`src/rtl/fir_axil_pkg.sv`:
```
// rtl/fir_axil_pkg.sv - Register map, ap_ctrl bit positions and read-path states for fir_axil_ctrl.
package fir_axil_pkg;

  localparam int ADDR_AP_CTRL  = 'h00;
  localparam int ADDR_DATA_LEN = 'h10;
  localparam int ADDR_TAP_BASE = 'h20;

  localparam int AP_START_BIT = 0;
  localparam int AP_DONE_BIT  = 1;
  localparam int AP_IDLE_BIT  = 2;

  typedef enum logic [1:0] {
    RD_IDLE,
    RD_BRAM,
    RD_RESP
  } rd_state_e;

  function automatic int tap_last_addr(input int taps);
    return ADDR_TAP_BASE + 4 * (taps - 1);
  endfunction

endpackage

```
`src/rtl/fir_axil_if.sv`:
```
// rtl/fir_axil_if.sv - AXI4-Lite configuration bus (AW/W/AR/R, no B channel) between host and fir_axil_ctrl.
interface fir_axil_if #(
  parameter int pADDR_WIDTH = 12,
  parameter int pDATA_WIDTH = 32
) ();

  logic                   awvalid;
  logic                   awready;
  logic [pADDR_WIDTH-1:0] awaddr;
  logic                   wvalid;
  logic                   wready;
  logic [pDATA_WIDTH-1:0] wdata;
  logic                   arvalid;
  logic                   arready;
  logic [pADDR_WIDTH-1:0] araddr;
  logic                   rvalid;
  logic                   rready;
  logic [pDATA_WIDTH-1:0] rdata;

  modport master (
    output awvalid, awaddr, wvalid, wdata, arvalid, araddr, rready,
    input  awready, wready, arready, rvalid, rdata
  );

  modport slave (
    input  awvalid, awaddr, wvalid, wdata, arvalid, araddr, rready,
    output awready, wready, arready, rvalid, rdata
  );

endinterface

```
`src/rtl/fir_axil_ctrl.sv`:
```
// rtl/fir_axil_ctrl.sv - AXI-Lite register responder, ap_ctrl/data_length and tap BRAM port arbitration.
// Define FIR_AXIL_CFG_LOCK_EN to drop config/tap writes (and zero tap reads) while the engine runs.
module fir_axil_ctrl
  import fir_axil_pkg::*;
#(
  parameter int pADDR_WIDTH = 12,
  parameter int pDATA_WIDTH = 32,
  parameter int Tape_Num    = 11
) (
  input  logic                   axis_clk,
  input  logic                   axis_rst_n,
  fir_axil_if.slave              axil,
  output logic [3:0]             tap_WE,
  output logic                   tap_EN,
  output logic [pDATA_WIDTH-1:0] tap_Di,
  output logic [pADDR_WIDTH-1:0] tap_A,
  input  logic [pDATA_WIDTH-1:0] tap_Do,
  input  logic                   eng_tap_EN,
  input  logic [pADDR_WIDTH-1:0] eng_tap_A,
  output logic                   ap_start_o,
  input  logic                   eng_done_i,
  output logic [pDATA_WIDTH-1:0] data_length_o
);

`ifdef FIR_AXIL_CFG_LOCK_EN
  localparam bit LOCK = 1'b1;
`else
  localparam bit LOCK = 1'b0;
`endif

  localparam int TAP_LAST = tap_last_addr(Tape_Num);
  localparam logic [pADDR_WIDTH-1:0] A_CTRL = pADDR_WIDTH'(ADDR_AP_CTRL);
  localparam logic [pADDR_WIDTH-1:0] A_LEN  = pADDR_WIDTH'(ADDR_DATA_LEN);
  localparam logic [pADDR_WIDTH-1:0] A_TAP  = pADDR_WIDTH'(ADDR_TAP_BASE);

  function automatic logic in_tap(input logic [pADDR_WIDTH-1:0] a);
    return (32'(a) >= 32'(ADDR_TAP_BASE)) && (32'(a) <= 32'(TAP_LAST));
  endfunction

  logic                   wr_rdy_q, wr_rdy_d;
  logic                   ap_start_q, ap_start_d;
  logic                   ap_done_q, ap_done_d;
  logic                   ap_idle_q, ap_idle_d;
  logic [pDATA_WIDTH-1:0] data_length_q, data_length_d;
  logic                   tap_en_q, tap_en_d;
  logic [3:0]             tap_we_q, tap_we_d;
  logic [pADDR_WIDTH-1:0] tap_a_q, tap_a_d;
  logic [pDATA_WIDTH-1:0] tap_di_q, tap_di_d;
  logic                   arready_q, arready_d;
  logic                   rvalid_q, rvalid_d;
  logic [pDATA_WIDTH-1:0] rdata_q, rdata_d;
  rd_state_e              rd_state_q, rd_state_d;
  logic [pADDR_WIDTH-1:0] rd_addr_q, rd_addr_d;
  logic                   rd_tap_q, rd_tap_d;
  logic                   clr_done_q, clr_done_d;

  logic                   busy, aw_tap, ar_tap, wr_acc, wr_tap, rd_acc, rd_tap_live;
  logic [pDATA_WIDTH-1:0] reg_val;

  always_comb begin
    // A start that has been accepted but not yet dropped ap_idle already owns the engine.
    busy        = !ap_idle_q || ap_start_q;
    aw_tap      = in_tap(axil.awaddr);
    ar_tap      = in_tap(axil.araddr);
    wr_acc      = axil.awvalid && axil.wvalid && !wr_rdy_q && !(aw_tap && busy && !LOCK);
    wr_tap      = wr_acc && aw_tap && !busy;
    rd_tap_live = ar_tap && !busy;
    rd_acc      = (rd_state_q == RD_IDLE) && !arready_q && axil.arvalid &&
                  !(ar_tap && (wr_tap || (busy && !LOCK)));

    reg_val = '0;
    if (rd_addr_q == A_CTRL) begin
      reg_val[AP_START_BIT] = ap_start_q;
      reg_val[AP_DONE_BIT]  = ap_done_q;
      reg_val[AP_IDLE_BIT]  = ap_idle_q;
    end else if (rd_addr_q == A_LEN) begin
      reg_val = data_length_q;
    end

    wr_rdy_d      = 1'b0;
    ap_start_d    = 1'b0;
    ap_done_d     = ap_done_q;
    ap_idle_d     = ap_idle_q;
    data_length_d = data_length_q;
    tap_en_d      = 1'b0;
    tap_we_d      = 4'h0;
    tap_a_d       = tap_a_q;
    tap_di_d      = tap_di_q;
    arready_d     = 1'b0;
    rvalid_d      = rvalid_q;
    rdata_d       = rdata_q;
    rd_state_d    = rd_state_q;
    rd_addr_d     = rd_addr_q;
    rd_tap_d      = rd_tap_q;
    clr_done_d    = clr_done_q;

    if (wr_acc) begin
      wr_rdy_d = 1'b1;
      if (axil.awaddr == A_CTRL) begin
        ap_start_d = axil.wdata[AP_START_BIT] && !busy;
      end else if (axil.awaddr == A_LEN) begin
        if (!(LOCK && busy)) data_length_d = axil.wdata;
      end else if (wr_tap) begin
        tap_en_d = 1'b1;
        tap_we_d = 4'hF;
        tap_a_d  = axil.awaddr - A_TAP;
        tap_di_d = axil.wdata;
      end
    end

    // Tap reads hit the BRAM during the arready cycle so data lands one cycle later.
    if (rd_acc) begin
      arready_d = 1'b1;
      rd_addr_d = axil.araddr;
      rd_tap_d  = rd_tap_live;
      if (rd_tap_live) begin
        tap_en_d = 1'b1;
        tap_a_d  = axil.araddr - A_TAP;
      end
    end

    case (rd_state_q)
      RD_IDLE: begin
        if (arready_q) begin
          if (rd_tap_q) begin
            rd_state_d = RD_BRAM;
          end else begin
            rdata_d    = reg_val;
            rvalid_d   = 1'b1;
            clr_done_d = (rd_addr_q == A_CTRL) && ap_done_q;
            rd_state_d = RD_RESP;
          end
        end
      end
      RD_BRAM: begin
        rdata_d    = tap_Do;
        rvalid_d   = 1'b1;
        rd_state_d = RD_RESP;
      end
      RD_RESP: begin
        if (axil.rready) begin
          rvalid_d   = 1'b0;
          rd_state_d = RD_IDLE;
          if (clr_done_q) ap_done_d = 1'b0;
          clr_done_d = 1'b0;
        end
      end
      default: rd_state_d = RD_IDLE;
    endcase

    if (ap_start_q) ap_idle_d = 1'b0;
    if (eng_done_i) begin
      ap_done_d = 1'b1;
      ap_idle_d = 1'b1;
    end
  end

  always_ff @(posedge axis_clk or posedge axis_rst_n) begin
    if (axis_rst_n) begin
      wr_rdy_q      <= 1'b0;
      ap_start_q    <= 1'b0;
      ap_done_q     <= 1'b0;
      ap_idle_q     <= 1'b1;
      data_length_q <= '0;
      tap_en_q      <= 1'b0;
      tap_we_q      <= 4'h0;
      tap_a_q       <= '0;
      tap_di_q      <= '0;
      arready_q     <= 1'b0;
      rvalid_q      <= 1'b0;
      rdata_q       <= '0;
      rd_state_q    <= RD_IDLE;
      rd_addr_q     <= '0;
      rd_tap_q      <= 1'b0;
      clr_done_q    <= 1'b0;
    end else begin
      wr_rdy_q      <= wr_rdy_d;
      ap_start_q    <= ap_start_d;
      ap_done_q     <= ap_done_d;
      ap_idle_q     <= ap_idle_d;
      data_length_q <= data_length_d;
      tap_en_q      <= tap_en_d;
      tap_we_q      <= tap_we_d;
      tap_a_q       <= tap_a_d;
      tap_di_q      <= tap_di_d;
      arready_q     <= arready_d;
      rvalid_q      <= rvalid_d;
      rdata_q       <= rdata_d;
      rd_state_q    <= rd_state_d;
      rd_addr_q     <= rd_addr_d;
      rd_tap_q      <= rd_tap_d;
      clr_done_q    <= clr_done_d;
    end
  end

  assign axil.awready  = wr_rdy_q;
  assign axil.wready   = wr_rdy_q;
  assign axil.arready  = arready_q;
  assign axil.rvalid   = rvalid_q;
  assign axil.rdata    = rdata_q;
  assign ap_start_o    = ap_start_q;
  assign data_length_o = data_length_q;
  assign tap_Di        = tap_di_q;

  always_comb begin
    if (ap_idle_q) begin
      tap_EN = tap_en_q;
      tap_WE = tap_we_q;
      tap_A  = tap_a_q;
    end else begin
      tap_EN = eng_tap_EN;
      tap_WE = 4'h0;
      tap_A  = eng_tap_A;
    end
  end

endmodule

```
`src/flat_wrapper.sv`:
```
// flat-port wrapper written by rule: the top's interface ports become plain ports
module fir_axil_ctrl_flat import fir_axil_pkg::*;
#(
  parameter int pADDR_WIDTH = 12,
  parameter int pDATA_WIDTH = 32,
  parameter int Tape_Num    = 11
)
  (axis_clk, axis_rst_n, tap_WE, tap_EN, tap_Di, tap_A, tap_Do, eng_tap_EN, eng_tap_A, ap_start_o, eng_done_i, data_length_o, axil_awvalid, axil_awaddr, axil_wvalid, axil_wdata, axil_arvalid, axil_araddr, axil_rready, axil_awready, axil_wready, axil_arready, axil_rvalid, axil_rdata);
  fir_axil_if #(.pADDR_WIDTH(pADDR_WIDTH), .pDATA_WIDTH(pDATA_WIDTH)) axil_i ();
  input  logic axis_clk;
  input  logic axis_rst_n;
  output logic [3:0] tap_WE;
  output logic tap_EN;
  output logic [pDATA_WIDTH-1:0] tap_Di;
  output logic [pADDR_WIDTH-1:0] tap_A;
  input  logic [pDATA_WIDTH-1:0] tap_Do;
  input  logic eng_tap_EN;
  input  logic [pADDR_WIDTH-1:0] eng_tap_A;
  output logic ap_start_o;
  input  logic eng_done_i;
  output logic [pDATA_WIDTH-1:0] data_length_o;
  input wire logic [$bits(axil_i.awvalid)-1:0] axil_awvalid;
  input wire logic [$bits(axil_i.awaddr)-1:0] axil_awaddr;
  input wire logic [$bits(axil_i.wvalid)-1:0] axil_wvalid;
  input wire logic [$bits(axil_i.wdata)-1:0] axil_wdata;
  input wire logic [$bits(axil_i.arvalid)-1:0] axil_arvalid;
  input wire logic [$bits(axil_i.araddr)-1:0] axil_araddr;
  input wire logic [$bits(axil_i.rready)-1:0] axil_rready;
  output wire logic [$bits(axil_i.awready)-1:0] axil_awready;
  output wire logic [$bits(axil_i.wready)-1:0] axil_wready;
  output wire logic [$bits(axil_i.arready)-1:0] axil_arready;
  output wire logic [$bits(axil_i.rvalid)-1:0] axil_rvalid;
  output wire logic [$bits(axil_i.rdata)-1:0] axil_rdata;
  assign axil_i.awvalid = axil_awvalid;
  assign axil_i.awaddr = axil_awaddr;
  assign axil_i.wvalid = axil_wvalid;
  assign axil_i.wdata = axil_wdata;
  assign axil_i.arvalid = axil_arvalid;
  assign axil_i.araddr = axil_araddr;
  assign axil_i.rready = axil_rready;
  assign axil_awready = axil_i.awready;
  assign axil_wready = axil_i.wready;
  assign axil_arready = axil_i.arready;
  assign axil_rvalid = axil_i.rvalid;
  assign axil_rdata = axil_i.rdata;
  fir_axil_ctrl #(.pADDR_WIDTH(pADDR_WIDTH), .pDATA_WIDTH(pDATA_WIDTH), .Tape_Num(Tape_Num)) u_core (.axis_clk(axis_clk), .axis_rst_n(axis_rst_n), .axil(axil_i), .tap_WE(tap_WE), .tap_EN(tap_EN), .tap_Di(tap_Di), .tap_A(tap_A), .tap_Do(tap_Do), .eng_tap_EN(eng_tap_EN), .eng_tap_A(eng_tap_A), .ap_start_o(ap_start_o), .eng_done_i(eng_done_i), .data_length_o(data_length_o));
endmodule
```
`config.mk`:
```
export PLATFORM = sky130hd
export DESIGN_NAME = fir_axil_ctrl_flat
export DESIGN_NICKNAME = d
export VERILOG_FILES = /design/src/rtl/fir_axil_pkg.sv /design/src/rtl/fir_axil_if.sv /design/src/rtl/fir_axil_ctrl.sv /design/src/flat_wrapper.sv
export SDC_FILE = /design/constraint.sdc
export NUM_CORES = 1
export LEC_CHECK = 0
export BUFFER_PORTS_ARGS = -buffer_cell sky130_fd_sc_hd__clkbuf_2
export CAP_MARGIN = 15
export CORE_MARGIN = 2
export CORE_UTILIZATION = 40
export CTS_CLUSTER_SIZE = 8
export DETAILED_ROUTE_END_ITERATION = 6
export PLACE_DENSITY_LB_ADDON = 0.25
export SYNTH_ARGS = -nofsm -noshare
export SYNTH_HDL_FRONTEND = slang
export SYNTH_SLANG_ARGS = --single-unit
```
`constraint.sdc`:
```
create_clock -name axis_clk -period 3.9 [get_ports axis_clk]
set_input_delay 0.195 -clock axis_clk [delete_from_list [all_inputs] [get_ports axis_clk]]
set_output_delay 0.195 -clock axis_clk [all_outputs]
set_load 0.01 [all_outputs]
```
---- Word-level counts from Yosys, hierarchy flattened ----
Index checks and enable logic that the tools add are counted.
word-level totals
  register bits ........................... 135
  input port bits ......................... 108
  logic and storage cells ................. 117
cells by class
  add/subtract/negate cells ............... 2
  $lt $le $gt $ge ......................... 4
  equal/unequal tests ..................... 7
  muxes and demuxes ....................... 46
  bitwise gates (word level) .............. 2
  reductions and logical operators ........ 40
operators with widths
  cell                     count
  $mux W32                 3
  $mux W12                 7
  $pmux W32 S2             1
  $mux W29                 1
  $eq A12 B5 Y1 const B    2
  $ge A12 B6 Y1 const B    2
  $le A12 B7 Y1 const B    2
  $logic_not A12 Y1        2
  $sub A12 B6 Y12 const B  2
  $mux W1                  22
  $mux W4                  5
  $logic_and A1 B1 Y1      15
  $reduce_and A4 Y1        3
  $reduce_bool A2 Y1       6
  $reduce_and A3 Y1        3
  $logic_not A1 Y1         6
  $mux W2                  3
  $pmux W2 S3              1
  $ne A2 B2 Y1 const B     2
  $mux W3                  1
  $pmux W1 S3              1
  $reduce_bool A3 Y1       1
  $eq A2 B1 Y1 const B     1
  $eq A2 B2 Y1 const B     1
  other kinds (6)          8

---- Logic depth before layout (Yosys ltp) ----
  depth after elaboration ................. 13
  gate-level depth with buffers ........... 8
  gate-level depth less buffers ........... 7

---- Least setup slack after synthesis ----
No wires, ideal clock.
  path type ............................... register to register
  start point ............................. reg u_core.ap_idle_q
  end point ............................... reg u_core.tap_a_q[6]
  arrival time ............................ 1.982 ns
  path slack .............................. 1.792 ns
  stages on the path, launching flop included .. 8
  path buffers ............................ 2
  cell sequence ........................... dfstp_2 clkbuf_1 nand2b_1 nand2b_1 or4_1 or2_1 buf_2 mux2i_1
on the way
  cells in the longest elaborated chain, start to end .. 13
  elaborated cells between the ends (all ways) .. 19
ends and longest elaborated chain
  element                           line                  RTL
  from (decl)                       fir_axil_ctrl.sv:43   logic ap_idle_q, ap_idle_d;
  from (signal assigned)            fir_axil_ctrl.sv:180  ap_idle_q <= ap_idle_d;
  $logic_not A1 Y1 *                fir_axil_ctrl.sv:62   busy = !ap_idle_q || ap_start_q;
  $logic_or A1 B1 Y1 *              fir_axil_ctrl.sv:62
  $logic_and A1 B1 Y1               fir_axil_ctrl.sv:65   wr_acc = axil.awvalid && axil.wvalid && !wr_rdy_q && !(aw_tap && busy && !LOCK);
  $logic_not A1 Y1                  fir_axil_ctrl.sv:65
  $logic_and A1 B1 Y1               fir_axil_ctrl.sv:65
  $logic_and A1 B1 Y1 (2 in a row)  fir_axil_ctrl.sv:66   wr_tap = wr_acc && aw_tap && !busy;
  $mux W12                          fir_axil_ctrl.sv:103  end else if (wr_tap) begin
  $mux W12                          fir_axil_ctrl.sv:101  end else if (axil.awaddr == A_LEN) begin
  $mux W12                          fir_axil_ctrl.sv:99   if (axil.awaddr == A_CTRL) begin
  $mux W12                          fir_axil_ctrl.sv:97   if (wr_acc) begin
  $mux W12                          fir_axil_ctrl.sv:116  if (rd_tap_live) begin
  $mux W12 *                        fir_axil_ctrl.sv:112  if (rd_acc) begin
  via u_core.tap_a_d[6]             fir_axil_ctrl.sv:47   logic [pADDR_WIDTH-1:0] tap_a_q, tap_a_d;
  to (signal assigned)              fir_axil_ctrl.sv:184  tap_a_q <= tap_a_d;
  to (decl)                         fir_axil_ctrl.sv:47
Mark *: on every way through the listed nets, which the timed path passes. The rest lies on a longest branch.
A chain may end at the register's enable or synchronous reset.

---- Final worst setup path ----
Ends and elaborated chain as after synthesis.

==> flow_summary.json <==
{
  "cts.htree.levels": 4,
  "number_of_antenna_violations_at_the_first_check_in_global_routing": 0,
  "max-clock-path-buffers": 2,
  "critical-path-slowest-cell": "sky130_fd_sc_hd__dfstp_2",
  "setup_tns_ps": 0,
  "grt_pass1_wl_mm": 25.7,
  "setup_slack_ps": 1280,
  "timing.slew.headroom_pct": 29.3,
  "portBuffers": 225,
  "dp_hpwl_mm": 11.8,
  "layout-area-overhead-vs-synth_pct": 36.4,
  "crit_type": "reg -> reg",
  "most_instantiated_cells_after_synthesis": "sky130_fd_sc_hd__dfrtp_1 (131), sky130_fd_sc_hd__nand2_1 (131), sky130_fd_sc_hd__mux2_2 (49)",
  "slew_violations": 0,
  "gp_routability_congestion": 0.917,
  "critical_path.most_common_cell": "sky130_fd_sc_hd__nand2b_1",
  "finalWorstPathRequiredPeriod_ps": 2620,
  "syn_area_mm2": 0.00589,
  "finalClockSkew_ps": 4.89,
  "dieWidth_um": 125,
  "crit_path_end_kind": "flop",
  "drt_first_pass_iters": 4,
  "power.density_mw_per_mm2": 504,
  "synthesis.area_per_instance_um2": 10.8,
  "cts.root.buffer_cell": "sky130_fd_sc_hd__clkbuf_16",
  "ant_nets": 0,
  "regToRegStartpoint": "u_core.ap_idle_q$_DFFE_PP1P_",
  "grt_max_degree": 67,
  "grt.overflow.total": 0,
  "cts.reportedPaths.clkPinSlew_ps": 60,
  "hold_slack_ps": 12.5,
  "timing.critical_path.arrival_ps": 2910,
  "max_slew.worst_pin.slew_ps": 1060,
  "post_synth_num_cell_types": 53,
  "nets": 895,
  "rr_worst_depth": 5,
  "die_area_mm2": 0.0157,
  "first_global_vias": 4988,
  "ioPinCount": 226,
  "synth_top_area_share_pct": 55.7,
  "worst_hold_path.endpoint": "u_core.tap_Di[28]$_DFFE_PP0P_",
  "tritoncts": "yes",
  "floorplan.rows": 44,
  "cts-buffers-inserted": 17,
  "floorplan.initialDensity_pct": 40.7,
  "post-route-period-util_pct": 67.1,
  "stdcell_area_mm2": 0.00803,
  "floorplan.die.height_um": 125,
  "irDropWorstVdd_uv": 315,
  "worstSetupPathDepth": 5,
  "timing.hold.worst_path_depth": 3,
  "placement.setup.worst_slack_ps": 1280,
  "drt_first_iter_violations": 310,
  "critical-path-top-delay-family": "simple AND/OR/NAND/NOR gates",
  "synthesis.instances": 545,
  "synth_enable_flop_cells": 0,
  "drt_wl_total_mm": 16.5,
  "antenna_diode_count": 0,
  "yosysTopAreaCell": "sky130_fd_sc_hd__dfrtp_1",
  "synth.top_cells.by_area": "sky130_fd_sc_hd__dfrtp_1 (56%), sky130_fd_sc_hd__mux2_2 (9.4%), sky130_fd_sc_hd__nand2_1 (8.4%), sky130_fd_sc_hd__a22oi_1 (3.7%), sky130_fd_sc_hd__o21ai_0 (3.5%)",
  "via_per_inst": 5.15,
  "post-route-drc-count": 0,
  "synth-main-ff-cell": "sky130_fd_sc_hd__dfrtp_1",
  "crit_chain": "nand2b_1, nand2b_1, or4_1, or2_1, mux2i_1",
  "hp-class": "in -> reg",
  "design_power_total_mw": 4.05,
  "post_cts.repair.setup_buffers": 0,
  "r2r_setup_slk_ps": 1280,
  "routed-via-count": 5047,
  "path_max_fanout": 16,
  "share_of_synthesized_registers_carrying_an_async_set_or_reset_pct": 100,
  "final_layout_size_suffix_gt1_share_pct": 41.6,
  "fmax_mhz": 382,
  "final_hold_viol_count": 0,
  "leakage_nw": 4.22,
  "mappedNetlistNets": 657,
  "worst_hold_startpoint": "axil_wdata[28]",
  "setup_repair_after_global_routing_missed_its_margin": "false",
  "floorplan.core_area_mm2": 0.0145,
  "dpl_cell_area_mm2": 0.00712,
  "rr_endpoint": "u_core.tap_a_q[6]$_DFF_PP0_",
  "startpoint_type": "flop",
  "maxCapViolations": 0,
  "clock_latency_ps": 420,
  "crit_path_largest_cell_delay_ps": 760,
  "gr-usage-all-layers_pct": 20.9,
  "status": "complete, no violations",
  "report.final.setup_viol": 0,
  "wl_per_cell_um": 16.9,
  "critical_path.n_buffers_inverters": 0,
  "synthesis.yosys.warnings": 0,
  "synth.yosys.seq_area_share_pct": 56.1,
  "yosys_register_bits": 132,
  "tritoncts_num_sinks": 132,
  "filler_cells": 1281,
  "worst_ep_required_time_ps": 4190
}
-- power by group --
part	total [mW]	switching, mW	internal (mW)
clock	1.77	0.575	1.20
sequential	1.63	0.114	1.51
combinational	0.647	0.342	0.305
total	4.05	1.03	3.01
-- tightest hold or removal path, stage by stage --
cell,delay (ps)
sky130_fd_sc_hd__clkbuf_2,90
sky130_fd_sc_hd__nand2_1,50
sky130_fd_sc_hd__nand2_1,60
-- final cells by class --
cell class / count / area (um^2) / share of cell area (%)
inverters: 9 / 36.3 / 0.452
multi-input cells: 367 / 2370 / 29.6
flip-flops and latches: 132 / 3300 / 41.2
repair buffers: 256 / 1420 / 17.7
well taps: 184 / 230 / 2.87
clock buffers: 23 / 488 / 6.08
clock inverters: 9 / 173 / 2.15
-- layout by cell type (no fill, tap or decap), drive strengths merged, types with 9 or more instances in the layout --
cell and count:
nand2 131, mux2i 12, a21oi 12, a22oi 29, nor2 10, clkbuf 248, dlygate4sd3 25, inv 9
dfrtp 131, nor3 12, o21ai 44, mux2 57
-- per-stage QoR --
step	cells	util [%]
floorplan	545	-
global placement	923	49.2
detailed placement	923	49.2
CTS	980	55.4
global route	980	55.4
finish	980	55.4
-- worst max-delay path by stage --
| stage | from | to | slack [ps] |
|---|---|---|---|
| after floorplan | axis_rst_n | u_core.ap_done_q$_DFFE_PP0P_ | 180 |
| after global placement | axil_awaddr[5] | u_core.rd_addr_q[10]$_DFFE_PP0P_ | 1400 |
| after detailed placement | u_core.ap_idle_q$_DFFE_PP1P_ | u_core.tap_a_q[0]$_DFF_PP0_ | 1280 |
| after CTS | u_core.ap_idle_q$_DFFE_PP1P_ | u_core.tap_a_q[0]$_DFF_PP0_ | 1270 |
| after global routing | u_core.ap_idle_q$_DFFE_PP1P_ | u_core.tap_a_q[9]$_DFF_PP0_ | 1160 |
| final | u_core.ap_idle_q$_DFFE_PP1P_ | u_core.tap_a_q[6]$_DFF_PP0_ | 1280 |
-- state kept, by name, summed over array words and instances (netlist names), 2 cells and up --
| signal | flops |
|---|---|
| u_core.rd_addr_q | 12 |
| u_core.data_length_o | 32 |
| u_core.rd_state_q | 2 |
| u_core.tap_Di | 32 |
| u_core.axil.rdata | 32 |
| u_core.tap_a_q | 12 |
-- timing repair --
item,in CTS,in global routing
endpoints found under the hold margin,76,0
setup endpoints to repair,0,0
gates resized for setup,0,0
hold buffers,25,0
-- logic make-up (layout without fill, tap and decap cells) --
| family | count (synthesis) | after routing | synth area share [%] |
|---|---|---|---|
| and+or+nand+nor | 192 | 192 | 15.0 |
| muxes | 69 | 69 | 13.5 |
| AOI/OAI and AO/OA | 98 | 98 | 10.3 |
| buffers and inverters | 46 | 297 | 3.68 |
| xor gates and xnor gates | 4 | 4 | 0.595 |
| adders and majority gates | 4 | 4 | 0.850 |
| DFF | 132 | 132 | 56.1 |
-- metal layers --
metal | GRT usage, % | part of all wire (%) | wire length [um]
met1 | 26.8 | 43 | 7090
met4 | 8.82 | 2.7 | 445
met2 | 34.0 | 48 | 7980
met5 | 0 | 0 | 0
met3 | 5.39 | 6.1 | 1010
Power figures use the tool's default switching activity.
